`src/rtl/fetch_pkg.sv`:
```
// Shared definitions for the instruction fetch unit.
//   ADDR_W        : program counter / instruction memory address width
//   INSTR_W       : instruction word width
//   fetch_state_t : fetch FSM state encoding (START, REQ, HOLD)
package fetch_pkg;

    localparam int ADDR_W  = 10;
    localparam int INSTR_W = 16;

    typedef enum logic [1:0] {
        START = 2'd0,
        REQ   = 2'd1,
        HOLD  = 2'd2
    } fetch_state_t;

endpackage

```
`src/rtl/fetch_if.sv`:
```
// Signal bundle between the fetch unit and its surroundings: the program
// counter register, instruction memory, the execute redirect path and the
// decode hand-off.
//   master : fetch unit side (drives pc_write/next_pc, imem_req/imem_addr,
//            ir_valid/ir/ir_pc)
//   slave  : environment side (drives pc, imem_ack/imem_rdata,
//            redirect/redirect_pc, ir_ready)
interface fetch_if;
    import fetch_pkg::*;

    logic [ADDR_W-1:0]  pc;
    logic               pc_write;
    logic [ADDR_W-1:0]  next_pc;

    logic               imem_req;
    logic [ADDR_W-1:0]  imem_addr;
    logic               imem_ack;
    logic [INSTR_W-1:0] imem_rdata;

    logic               redirect;
    logic [ADDR_W-1:0]  redirect_pc;

    logic               ir_valid;
    logic [INSTR_W-1:0] ir;
    logic [ADDR_W-1:0]  ir_pc;
    logic               ir_ready;

    modport master (
        input  pc, imem_ack, imem_rdata, redirect, redirect_pc, ir_ready,
        output pc_write, next_pc, imem_req, imem_addr, ir_valid, ir, ir_pc
    );

    modport slave (
        output pc, imem_ack, imem_rdata, redirect, redirect_pc, ir_ready,
        input  pc_write, next_pc, imem_req, imem_addr, ir_valid, ir, ir_pc
    );

endinterface

```
`src/rtl/fetch_unit.sv`:
```
// Instruction fetch unit: issues one instruction-memory read at a time,
// loads the returned word into the instruction register for decode and
// steps or redirects the external program counter.
//   clk   : system clock, rising edge
//   reset : asynchronous, active-high
//   bus   : fetch_if.master (pc, imem_*, redirect*, ir*)
//
// state | meaning
// START | idle after reset, no request; next cycle requests from pc
// REQ   | read outstanding on imem_addr, waiting for imem_ack
// HOLD  | ir holds a valid instruction, waiting for decode to take it
module fetch_unit
    import fetch_pkg::*;
(
    input  logic    clk,
    input  logic    reset,
    fetch_if.master bus
);

    fetch_state_t state;
    // Set when a redirect hits an outstanding read: that read's data belongs
    // to the abandoned path and must be thrown away when it returns.
    logic         discard;

    always_comb begin
        bus.pc_write = 1'b0;
        bus.next_pc  = '0;
        if (!reset) begin
            if (bus.redirect) begin
                bus.pc_write = 1'b1;
                bus.next_pc  = bus.redirect_pc;
            end else if (state == REQ && bus.imem_ack && !discard) begin
                bus.pc_write = 1'b1;
                bus.next_pc  = bus.pc + ADDR_W'(1);
            end
        end
    end

    always_ff @(posedge clk or posedge reset) begin
        if (reset) begin
            state         <= START;
            discard       <= 1'b0;
            bus.imem_req  <= 1'b0;
            bus.imem_addr <= '0;
            bus.ir_valid  <= 1'b0;
            bus.ir        <= '0;
            bus.ir_pc     <= '0;
        end else begin
            case (state)
                START: begin
                    // pc is being overwritten this cycle on a redirect, so
                    // the target is taken directly instead of the stale pc.
                    state         <= REQ;
                    bus.imem_req  <= 1'b1;
                    bus.imem_addr <= bus.redirect ? bus.redirect_pc : bus.pc;
                end

                REQ: begin
                    if (bus.redirect) begin
                        bus.ir_valid <= 1'b0;
                        if (bus.imem_ack) begin
                            // Read completes now: drop it and restart at target.
                            bus.imem_addr <= bus.redirect_pc;
                            discard       <= 1'b0;
                        end else begin
                            // Address must stay put while the read is in flight.
                            discard <= 1'b1;
                        end
                    end else if (bus.imem_ack) begin
                        if (discard) begin
                            // pc already carries the redirect target by now.
                            discard       <= 1'b0;
                            bus.imem_addr <= bus.pc;
                        end else begin
                            bus.ir       <= bus.imem_rdata;
                            bus.ir_pc    <= bus.imem_addr;
                            bus.ir_valid <= 1'b1;
                            bus.imem_req <= 1'b0;
                            state        <= HOLD;
                        end
                    end
                end

                HOLD: begin
                    if (bus.redirect) begin
                        bus.ir_valid  <= 1'b0;
                        bus.imem_addr <= bus.redirect_pc;
                        bus.imem_req  <= 1'b1;
                        state         <= REQ;
                    end else if (bus.ir_ready) begin
                        bus.ir_valid  <= 1'b0;
                        bus.imem_addr <= bus.pc;
                        bus.imem_req  <= 1'b1;
                        state         <= REQ;
                    end
                end

                default: begin
                    state        <= START;
                    bus.imem_req <= 1'b0;
                    bus.ir_valid <= 1'b0;
                end
            endcase
        end
    end

endmodule

```
`src/flat_wrapper.sv`:
```
// flat-port wrapper written by rule: the top's interface ports become plain ports
module fetch_unit_flat import fetch_pkg::*;
  (clk, reset, bus_pc, bus_imem_ack, bus_imem_rdata, bus_redirect, bus_redirect_pc, bus_ir_ready, bus_pc_write, bus_next_pc, bus_imem_req, bus_imem_addr, bus_ir_valid, bus_ir, bus_ir_pc);
  fetch_if bus_i ();
  input  logic clk;
  input  logic reset;
  input wire logic [$bits(bus_i.pc)-1:0] bus_pc;
  input wire logic [$bits(bus_i.imem_ack)-1:0] bus_imem_ack;
  input wire logic [$bits(bus_i.imem_rdata)-1:0] bus_imem_rdata;
  input wire logic [$bits(bus_i.redirect)-1:0] bus_redirect;
  input wire logic [$bits(bus_i.redirect_pc)-1:0] bus_redirect_pc;
  input wire logic [$bits(bus_i.ir_ready)-1:0] bus_ir_ready;
  output wire logic [$bits(bus_i.pc_write)-1:0] bus_pc_write;
  output wire logic [$bits(bus_i.next_pc)-1:0] bus_next_pc;
  output wire logic [$bits(bus_i.imem_req)-1:0] bus_imem_req;
  output wire logic [$bits(bus_i.imem_addr)-1:0] bus_imem_addr;
  output wire logic [$bits(bus_i.ir_valid)-1:0] bus_ir_valid;
  output wire logic [$bits(bus_i.ir)-1:0] bus_ir;
  output wire logic [$bits(bus_i.ir_pc)-1:0] bus_ir_pc;
  assign bus_i.pc = bus_pc;
  assign bus_i.imem_ack = bus_imem_ack;
  assign bus_i.imem_rdata = bus_imem_rdata;
  assign bus_i.redirect = bus_redirect;
  assign bus_i.redirect_pc = bus_redirect_pc;
  assign bus_i.ir_ready = bus_ir_ready;
  assign bus_pc_write = bus_i.pc_write;
  assign bus_next_pc = bus_i.next_pc;
  assign bus_imem_req = bus_i.imem_req;
  assign bus_imem_addr = bus_i.imem_addr;
  assign bus_ir_valid = bus_i.ir_valid;
  assign bus_ir = bus_i.ir;
  assign bus_ir_pc = bus_i.ir_pc;
  fetch_unit u_core (.clk(clk), .reset(reset), .bus(bus_i));
endmodule
```
`config.mk`:
```
export PLATFORM = sky130hd
export DESIGN_NAME = fetch_unit_flat
export DESIGN_NICKNAME = d
export VERILOG_FILES = /design/src/rtl/fetch_pkg.sv /design/src/rtl/fetch_if.sv /design/src/rtl/fetch_unit.sv /design/src/flat_wrapper.sv
export SDC_FILE = /design/constraint.sdc
export NUM_CORES = 1
export LEC_CHECK = 0
export ABC_AREA = 1
export CORE_UTILIZATION = 45
export CTS_BUF_LIST = sky130_fd_sc_hd__clkbuf_8
export CTS_CLUSTER_SIZE = 14
export DETAILED_ROUTE_END_ITERATION = 8
export PLACE_DENSITY = 0.85
export SLEW_MARGIN = 5
export SYNTH_ARGS = -nofsm -noshare
export SYNTH_HDL_FRONTEND = slang
export SYNTH_SLANG_ARGS = --single-unit
export TNS_END_PERCENT = 20
```
`constraint.sdc`:
```
create_clock -name clk -period 4.76 [get_ports clk]
set_clock_uncertainty 0.05 [all_clocks]
set_input_delay 1.19 -clock clk [delete_from_list [all_inputs] [get_ports clk]]
set_output_delay 1.19 -clock clk [all_outputs]
set_load 0.01 [all_outputs]
```
==> results of run 1 <==
kinds of logic (layout without fill, tap and decap cells):
| logic type | Yosys count | count (layout) | share of synthesized area, % |
|---|---|---|---|
| fa+ha+maj | 1 | 1 | 0.614 |
| simple gates | 133 | 133 | 27.1 |
| xor+xnor | 1 | 1 | 0.430 |
| flops | 41 | 41 | 50.3 |
| compound gates | 46 | 46 | 13.1 |
| buf+inv | 34 | 123 | 8.47 |
worst min-delay path: stages (launching register included):
cell     delay [ps]
dfrtp_1         340
nand2_1          50
nand2_1          50
metal layers:
| metal | vias to the layer above | share of wire, % | global-route usage, % |
|---|---|---|---|
| met5 | - | 0 | 0 |
| li1 | 992 | - | - |
| met2 | 69 | 48 | 37.0 |
| met1 | 894 | 44 | 29.3 |
| met3 | 8 | 6.2 | 4.65 |
| met4 | 0 | 1.9 | 8.16 |
through the flow:
step	total power, W	worst slack [ps]	cell area [um2]	hold WS, ps
after floorplan	0.000971	1520	2040	439
after global placement	0.00136	441	2930	402
after detailed placement	0.00138	401	2930	408
after CTS	0.00161	401	3020	428
after global routing	0.00170	185	3020	446
final	0.00159	401	3020	424
flip-flops by register name, summed over array words and instances, names as in the netlist:
register              flops
u_core.bus.ir            16
u_core.bus.imem_req       1
u_core.discard            1
u_core.bus.ir_valid       1
u_core.bus.ir_pc         10
u_core.state              2
u_core.bus.imem_addr     10
worst paths after layout:
check / startpoint / end / slack, ps / depth (start not counted)
min in group asynchronous: reset / u_core.bus.imem_addr[6]$_DFFE_PP0P_ / 1480 / 2
worst max-delay path: bus_pc[1] / bus_next_pc[6] / 400 / 9
worst max register to register: u_core.state[1]$_DFFE_PP0P_ / u_core.bus.ir_pc[0]$_DFFE_PP0P_ / 2770 / 7
max in group asynchronous: reset / u_core.bus.ir[6]$_DFFE_PP0P_ / 2510 / 3
worst min register to register: u_core.bus.ir[9]$_DFFE_PP0P_ / u_core.bus.ir[9]$_DFFE_PP0P_ / 420 / 2
worst min-delay path: u_core.bus.ir[9]$_DFFE_PP0P_ / u_core.bus.ir[9]$_DFFE_PP0P_ / 420 / 2
final cells by class:
cell class                      count  area (um2)  area share (%)
Timing Repair Buffer               92         913            30.3
Clock inverter                      3        17.5           0.581
Multi-Input combinational cell    181         840            27.8
Inverter                           23        86.3            2.86
Sequential cell                    41        1030            34.0
Clock buffer                        5        68.8            2.28
Tap cell                           52        65.1            2.16
placed cells by master (no fill, tap or decap), drive strengths merged, types with 2 or more instances in the layout:
| cell type | instances |
|---|---|
| nand2 | 99 |
| clkdlybuf4s50 | 89 |
| dfrtp | 41 |
| o21ai | 24 |
| inv | 22 |
| a21oi | 18 |
| nand3 | 16 |
| nor2 | 13 |
| clkbuf | 5 |
| buf | 3 |
| clkinv | 3 |
| a21boi | 2 |
| nand4 | 2 |
power groups by stage:
| stage | clock network (W) | logic [W] | registers [W] |
|---|---|---|---|
| after detailed placement | 0 | 0.000775 | 0.000608 |
| final | 0.000223 | 0.000766 | 0.000602 |
| after CTS | 0.000229 | 0.000777 | 0.000602 |
| after floorplan | 0 | 0.000292 | 0.000678 |
| after global routing | 0.000244 | 0.000834 | 0.000623 |
| after global placement | 0 | 0.000754 | 0.000603 |
==> results.toml, run 1 <==
[logic_synthesis]
syn_area_mm2 = 0.00204
ys_types = 24
synth_top_area_cell = "dfrtp_1"
synth.net_count = 298
synth_ff_type = "dfrtp_1"
yosysTopAreaCellShare_pct = 50.3
yosysWarnings = 0
syn_avg_cell_area_um2 = 7.96
ys_top_cells_by_count = "nand2_1, dfrtp_1, inv_1, a21oi_1, o21ai_0"
synth_edf_count = 0
syn_inst = 256
synthTopCellsByArea = "dfrtp_1, nand2_1, a21oi_1"
yosysMostFrequentCell = "nand2_1"
ys_seq_area_share_pct = 50.3
async_flop_share_pct = 100
ys_seq_elements = 41

[cells_and_area]
syn2layout_area_growth_pct = 48.0
final_util_pct = 69.3
layout.nets = 386
diodes = 0
layoutNonFillerInstCount = 397
drive_above_1_share_pct = 6.96
fillers = 369

[worst_setup_path]
path_class = "in2out"
cp-start-kind = "primary input"
crit_top_cell = "nand2_1"
cp.required_ps = 3520
worst_path_largest_cell_delay_ps = 560
worstPathBufferInverterCount = 2
cp_top_family = "buffers and inverters"
endpoint_kind = "output port"
cpMaxStageDelayCell = "clkdlybuf4s50_1"
worstPathCellList = "clkdlybuf4s50_1 > ha_1 > nand2_1 > nor2_1 > nand2_1 > nand2_1 > nand3_1 > a21oi_1 > clkdlybuf4s50_1"
crit_fanout = 5
arrival_ps = 3120

[sta]
hold_viol = 0
clock.fmax_mhz = 229
setup_tns_ps = 0
worst_slew_pin_slew_ps = 717
maxSlewViolCount = 0
fin_crit_sh_pct = 91.6
final.min_clock_period_ps = 4360
max_slew_margin_pct = 52.1
rsz0062_at_grt = "false"
setup_violations = 0

[clocking]
clock-sinks = 41
root_buffer = "clkbuf_8"
cts.path.max_buffers = 2
cts_resized = 0
cts_buffers = 5
post-cts-setup-buffers = 0
clk_pin_slew_ps = 80
worstSkewPairLatency_ps = 290
htree_levels = 2
cts_tree = "yes"
ctsHoldBuffers = 0

[power]
worst_ir_drop_vdd_uv = 222
p_comb_share_pct = 48.2
clock_power_share_pct = 14.0
power.density_mw_per_mm2 = 527
p_int_w = 0.00101
p_sw_w = 0.000576
cellLeakagePower_nw = 1.42
pwr-share-seq_pct = 37.8
p_sw_share_pct = 36.2

[placed_design]
port_buffers = 89
dpl.hpwl_mm = 3.81
globalplace.congestion = 0.823
dp.cells = 389

[route]
wl_per_cell_um = 12.9
route.detailed.drc = 0
antenna_left = 0
dr.first_iter.drc_count = 115
dr_total_vias = 1963
vias_per_cell = 4.94
drt_wl_total_mm = 5.12
drtPass1Iterations = 4

[run_status]
status = "finished, final reports clean"

[floorplan]
io_pins = 90
rows = 24
start_util_pct = 46.8
die_y_um = 69.3
core-area_mm2 = 0.00435
fp.dieW_um = 69.3
design.die.area_mm2 = 0.00480

[global_routing]
grt_start_max_net_pins = 36
grt_pass1_vias = 1881
grtUsageTotal_pct = 22.5
grt_overflow_total = 0
antenna_found_initial = 0
grt_pass1_wl_mm = 8.61

[run]
drv_cap = 0

[worst_hold_path]
hold_class = "reg2reg"
No activity file was read; power rests on OpenSTA's default activity.
==> run 2, diff against run 1 <==
Settings changed: CAP_MARGIN from default to 25.
==> results of run 2 <==
No change in the layout: final DEF, timing and power equal those of run 1.
==> run 3, diff against run 2 <==
Settings changed: SETUP_SLACK_MARGIN from default to 0.02.
==> results of run 3 <==
No change in the layout: final DEF, timing and power equal those of run 1.
==> RTL edit 1, RTL diff (config.mk and constraints of run 2) <==
Make the reset (`reset`) synchronous in one clocked block. Comments in the files are not updated.
--- a/src/rtl/fetch_unit.sv
+++ b/src/rtl/fetch_unit.sv
@@ -36,7 +36,7 @@
         end
     end
 
-    always_ff @(posedge clk or posedge reset) begin
+    always_ff @(posedge clk) begin
         if (reset) begin
             state         <= START;
             discard       <= 1'b0;
Formal check against the unedited RTL: differs if reset is asserted again (counterexample within 4 cycles, from zero or initial values and one cycle with reset high); with reset held inactive, the same outputs for 10 cycles.
==> RTL edit 1 against run 2 <==
- utilization increased by 3.3 points
- design area decreased by 1.0%
- sequential cell count unchanged
- non-clock buffer count increased by 2
- register-to-register slack improved by 0.33 ns
- area after synthesis decreased by 3.2%
- wire length increased by 0.78%
- setup slack got worse by 0.025 ns
- critical path type unchanged
- highest routed layer unchanged
Power is not compared: it rests on default switching activity, and its combinational part moved more than twofold at a synthesized area within 25%.
==> RTL edit 1: results (changes against run 2) <==
{| class="wikitable"
! Metric !! Value
|-
| Clock slew at reported path FFs || 0.08 ns (about the same)
|-
| Total Routing Usage GR || 0.2422 (+0.01722)
|-
| # port buffers || 89 (unchanged)
|-
| Delay of the slowest critical-path stage || 0.57 ns
|-
| # H-tree levels || 2 (unchanged)
|-
| Weighted congestion reported at the end of routability-driven placement || 0.8488 (+3.2%)
|-
| Most used flip-flop cell after synthesis || sky130_fd_sc_hd__dfxtp_1
|-
| Reported leakage power || 1.241 nW
|-
| Register area share after synthesis || 0.4160 (-0.08740)
|-
| Fraction of final layout cells with drive strength greater than 1 || 0.06069 (-0.008879)
|-
| Skew-Pair Late Insertion Delay || 0.29 ns (about the same)
|-
| Number of distinct standard cells referenced by the synthesized netlist || 25 (+4.2%)
|-
| Post-Synthesis Net Count || 334 (+12%)
|-
| Async SR Flop Fraction || 0 (-1.000)
|-
| Arrival time of the worst setup path || 3.14 ns (+0.02 ns)
|-
| N_diodes || 0 (unchanged)
|-
| Violation count after the first detailed-route iteration || 124 (+7.8%)
|-
| Number of fill cells in the layout || 373 (+1.1%)
|-
| Hold Crit Class || register to register
|-
| Slowest stage cell on the critical path || sky130_fd_sc_hd__clkdlybuf4s50_1
|-
| Maximum net fanout on the critical path || 9 (+4)
|-
| Net count of the finished layout || 420 (+8.8%)
|-
| Bufs on Longest Clock Path || 2 (unchanged)
|-
| Commonest cells in the netlist || sky130_fd_sc_hd__nor2_1 (84), sky130_fd_sc_hd__nand2_1 (55), sky130_fd_sc_hd__dfxtp_1 (41)
|-
| Number of synthesis warnings || 0 (unchanged)
|-
| Peak supply drop || 0.2148 mV
|-
| CTS resizes || 0 (unchanged)
|-
| Number of global-route vias before repair || 2018 (+7.3%)
|-
| Cell internal power dissipation || 663.8 uW
|-
| Clk root buf || sky130_fd_sc_hd__clkbuf_8
|-
| Wirelength per Cell || 12.03 um (-6.7%)
|-
| Via count of the routed design || 2110 (+7.5%)
|-
| Clock sink total || 41 (unchanged)
|-
| Worst hold path depth || 2 (unchanged)
|-
| Detailed-routing iteration count for the pre-antenna-repair pass || 4 (unchanged)
|-
| R2R depth || 7 (unchanged)
|-
| Leading post-synthesis cells by cell area || sky130_fd_sc_hd__dfxtp_1 (42%), sky130_fd_sc_hd__nor2_1 (16%), sky130_fd_sc_hd__nand2_1 (10%)
|-
| DP HPWL || 3.783 mm (-0.71%)
|-
| Sequential Area || 820.8 um2 (-20%)
|-
| Worst max-slew margin expressed relative to the limit || 0.3679 (-0.1530)
|-
| Placement-stage cell area || 2872 um2 (-2.0%)
|-
| Initial antenna violation count || 0 (unchanged)
|-
| Global-route wire length before repair || 8.480 mm (-1.5%)
|-
| Postcts setup bufs || 0 (unchanged)
|-
| Pin count of the biggest net entering global routing || 37 (+2.8%)
|-
| Outcome || finished, final reports clean
|-
| CTS buffer count || 5 (unchanged)
|}
## RTL edit 1: cell types whose count changed after synthesis, moves of 3 or more
cell and change:
sky130_fd_sc_hd__clkbuf_1 +5, sky130_fd_sc_hd__nand2_1 -44, sky130_fd_sc_hd__dfrtp_1 -41, sky130_fd_sc_hd__o21ai_2 -7, sky130_fd_sc_hd__nor2_1 +73, sky130_fd_sc_hd__o21a_1 +5
sky130_fd_sc_hd__dfxtp_1 +41, sky130_fd_sc_hd__inv_1 -5, sky130_fd_sc_hd__nand3_1 -3, sky130_fd_sc_hd__o21ai_0 +12
## RTL edit 1: cells by family (layout without fill, tap and decap cells)
| kind of cell | after synthesis | count (layout) | synth area share |
|---|---|---|---|
| DFF | 41 | 41 | 0.4160 |
| adders and majority gates | 1 | 1 | 0.006340 |
| buffers and inverters | 34 | 121 | 0.08561 |
| and+or+nand+nor | 159 | 159 | 0.3336 |
| AOI/OAI and AO/OA | 57 | 57 | 0.1585 |
## RTL edit 1: path summary, 6_finish.rpt
check,from,to,slack [ns]
worst max-delay path,bus_imem_ack,bus_next_pc[3],0.38
worst min-delay path,u_core.bus.imem_req,u_core.bus.imem_req,0.42
worst max register to register,u_core.state[1],u_core.bus.ir[14],3.10
worst min register to register,u_core.bus.imem_req,u_core.bus.imem_req,0.42
## RTL edit 1: power groups by stage
stage / clock network (mW) / logic (mW) / registers, mW
2_1_floorplan: 0 / 0.119 / 0.416
3_3_place_gp: 0 / 0.249 / 0.402
3_5_place_dp: 0 / 0.254 / 0.404
4_1_cts: 0.292 / 0.256 / 0.396
5_1_grt: 0.308 / 0.283 / 0.401
6_report: 0.286 / 0.255 / 0.396
## RTL edit 1: final cells by class
type                    count  share of cell area
repair buffers             94              0.3109
flip-flops and latches     41              0.2748
inverters                  19             0.02556
clock buffers               5             0.02304
well taps                  50             0.02095
clock inverters             3             0.01550
multi-input cells         217              0.3293
## RTL edit 1: stage by stage
stage               cells  utilization
floorplan             292            -
CTS                   429       0.7258
global placement      421       0.6978
global route          429       0.7258
finish                429       0.7258
detailed placement    421       0.6978
## RTL edit 1: worst reg2reg max path, cell delays in order, from the launching register on
cell,delay [ns]
sky130_fd_sc_hd__dfxtp_1,0.35
sky130_fd_sc_hd__inv_2,0.09
sky130_fd_sc_hd__nand2_2,0.09
sky130_fd_sc_hd__nor2_2,0.14
sky130_fd_sc_hd__nand3_1,0.26
sky130_fd_sc_hd__buf_4,0.31
sky130_fd_sc_hd__o21ai_0,0.22
sky130_fd_sc_hd__nor2_1,0.06
## RTL edit 1: routing by layer
metal | vias to the layer above | global-route usage | part of all wire
met5 | - | 0 | 0
met4 | 0 | 0.1016 | 0.022
met3 | 11 | 0.07500 | 0.087
met2 | 87 | 0.4130 | 0.47
met1 | 919 | 0.2768 | 0.42
li1 | 1093 | - | -
==> RTL edit 2, RTL diff (flow settings as in run 2) <==
Made on the original files. Change the package constant `ADDR_W` from 10 to 9.
--- a/src/rtl/fetch_pkg.sv
+++ b/src/rtl/fetch_pkg.sv
@@ -4,7 +4,7 @@
 //   fetch_state_t : fetch FSM state encoding (START, REQ, HOLD)
 package fetch_pkg;
 
-    localparam int ADDR_W  = 10;
+    localparam int ADDR_W  = 9;
     localparam int INSTR_W = 16;
 
     typedef enum logic [1:0] {
Interface: changed (5 resized); port bits go from 90 to 85. No check against the original RTL was run, so the function may have changed too.
==> RTL edit 2 against run 2 <==
- die area decreased by 5.8%
- critical endpoint is now bus_next_pc[8]
- wire length decreased by 17%
- design area decreased by 4.8%
- first-iteration DRC count decreased by 45%
- critical path type unchanged
- setup slack improved by 0.078 ns
- largest cell class unchanged
- fmax increased by 1.8%
- sequential cell count decreased by 2
- power decreased by 6.3%
- largest power group unchanged
- count of clock-buffer cells in the layout increased by 1
- via count decreased by 7.2%
- area after synthesis decreased by 6.0%
==> RTL edit 2: results (changes against run 2) <==
{| class="wikitable"
! Metric !! Value
|-
| Topmost layer with routed signal wires || met4
|-
| Placement-stage cell area || 2784 um2 (-5.0%)
|-
| Number of placed instances, taps included || 377 (-3.1%)
|-
| Clk root buf || sky130_fd_sc_hd__clkbuf_8
|-
| Worst setup slack before clock tree synthesis || 0.4945 ns (+0.09364 ns)
|-
| Post-Synthesis Net Count || 289 (-3.0%)
|-
| Total Routing Usage GR || 0.2008 (-0.02415)
|-
| Violation count after the first detailed-route iteration || 63 (-45%)
|-
| Final hold viol count || 0 (unchanged)
|-
| Via count of the routed design || 1821 (-7.2%)
|-
| Number of synthesis warnings || 0 (unchanged)
|-
| Switch share || 0.3488 (-0.01351)
|-
| Worst-Margin Slew || 0.8623 ns (+0.1457 ns)
|-
| Net count of the finished layout || 374 (-3.1%)
|-
| Wirelength per Cell || 11.09 um (-14%)
|-
| Hold Crit Class || register to register
|-
| Clock slew at reported path FFs || 0.07 ns
|-
| Number of distinct standard cells referenced by the synthesized netlist || 21 (-13%)
|-
| Count of pins over their slew limit || 0 (unchanged)
|-
| Reported leakage power || 1.384 nW (-2.5%)
|-
| Global-route wire length before repair || 6.803 mm (-21%)
|-
| Synthesized instance count || 249 (-2.7%)
|-
| Weighted congestion reported at the end of routability-driven placement || 0.8511 (+3.4%)
|-
| Fraction of final layout cells with drive strength greater than 1 || 0.05090 (-0.01867)
|-
| Largest registers || u_core.bus.ir: 16 flops, u_core.bus.imem_addr: 9 flops, u_core.bus.ir_pc: 9 flops
|-
| Outcome || finished, final reports clean
|-
| Routed wl met2 || 1.877 mm (-24%)
|-
| Register area share after synthesis || 0.5091 (+0.005762)
|-
| DP HPWL || 3.197 mm (-16%)
|-
| Total met3 wirelength after detailed routing || 384 um (+22%)
|-
| Delay of the slowest critical-path stage || 0.56 ns (about the same)
|-
| Final std cell area, no fill || 2872 um2 (-4.8%)
|-
| CTS resizes || 0 (unchanged)
|-
| Total routed wire length on the met1 layer || 1.955 mm (-13%)
|-
| # port buffers || 84 (-5.6%)
|-
| Number of global-route vias before repair || 1611 (-14%)
|-
| Bufs on Longest Clock Path || 2 (unchanged)
|-
| Slowest stage cell on the critical path || sky130_fd_sc_hd__clkdlybuf4s50_1
|-
| Pin count of the biggest net entering global routing || 27 (-25%)
|-
| Detailed-routing iteration count for the pre-antenna-repair pass || 4 (unchanged)
|-
| CTS buffer count || 5 (unchanged)
|-
| Commonest cells in the netlist || sky130_fd_sc_hd__nand2_1 (121), sky130_fd_sc_hd__dfrtp_1 (39), sky130_fd_sc_hd__inv_1 (15)
|-
| Via density per instance || 4.742 (-4.1%)
|-
| # H-tree levels || 2 (unchanged)
|-
| Leading post-synthesis cells by cell area || sky130_fd_sc_hd__dfrtp_1 (51%), sky130_fd_sc_hd__nand2_1 (24%), sky130_fd_sc_hd__nand3_1 (3.7%)
|-
| N_diodes || 0 (unchanged)
|-
| Arrival time of the worst setup path || 3.04 ns (-0.08 ns)
|-
| Maximum net fanout on the critical path || 4 (-1)
|-
| Number of fill cells in the layout || 316 (-14%)
|-
| Peak supply drop || 0.2437 mV (+9.9%)
|}
[RTL edit 2: final cells by class]
class,instances,area share
Inverter,17,0.02222
Clock inverter,1,0.001743
Timing Repair Buffer,87,0.3007
Multi-Input combinational cell,184,0.2850
Clock buffer,6,0.02876
Sequential cell,39,0.3399
Tap cell,50,0.02179
[RTL edit 2: layer usage]
metal / global-route usage / up-vias
met5: 0 / -
met4: 0.05851 / 0
met3: 0.06926 / 5
met1: 0.2449 / 792
met2: 0.3338 / 72
li1: - / 952
[RTL edit 2: power groups by stage]
stage,Sequential [mW],Combinational (mW),Clock [mW]
2_1_floorplan,0.649,0.253,0
3_3_place_gp,0.580,0.685,0
3_5_place_dp,0.586,0.698,0
4_1_cts,0.581,0.700,0.225
5_1_grt,0.598,0.770,0.239
6_report,0.580,0.690,0.220
[RTL edit 2: worst paths after layout]
| path | startpoint | end | slack (ns) | depth (start not counted) |
|---|---|---|---|---|
| min reg2reg | u_core.bus.ir[0] | u_core.bus.ir[0] | 0.42 | 2 |
| max in group asynchronous | reset | u_core.bus.ir_pc[3] | 2.28 | 3 |
| min in group asynchronous | reset | u_core.bus.imem_addr[8] | 1.64 | 2 |
| max | bus_pc[1] | bus_next_pc[8] | 0.48 | 9 |
| max reg2reg | u_core.state[1] | u_core.bus.ir[2] | 2.97 | 7 |
| min | u_core.bus.ir[0] | u_core.bus.ir[0] | 0.42 | 2 |
[RTL edit 2: logic make-up (layout without fill, tap and decap cells)]
family          Yosys count  count (layout)  synth area share
simple gates            148             148            0.3172
compound gates           35              35            0.1031
buf+inv                  26             111           0.06396
fa+ha+maj                 1               1          0.006526
flops                    39              39            0.5091
[RTL edit 2: per-stage QoR]
step           power [mW]  hold WS, ns
6_report            1.491       0.4201
5_1_grt             1.607       0.4487
4_1_cts             1.506       0.4247
3_5_place_dp        1.284       0.4092
3_3_place_gp        1.265       0.4031
2_1_floorplan      0.9019       0.4581
[RTL edit 2: critical path: cells and delay by family]
family / cells / cell delay, ns
fa+ha+maj: 1 / 0.20
buf+inv: 2 / 1.08
simple gates: 5 / 0.43
compound gates: 1 / 0.14
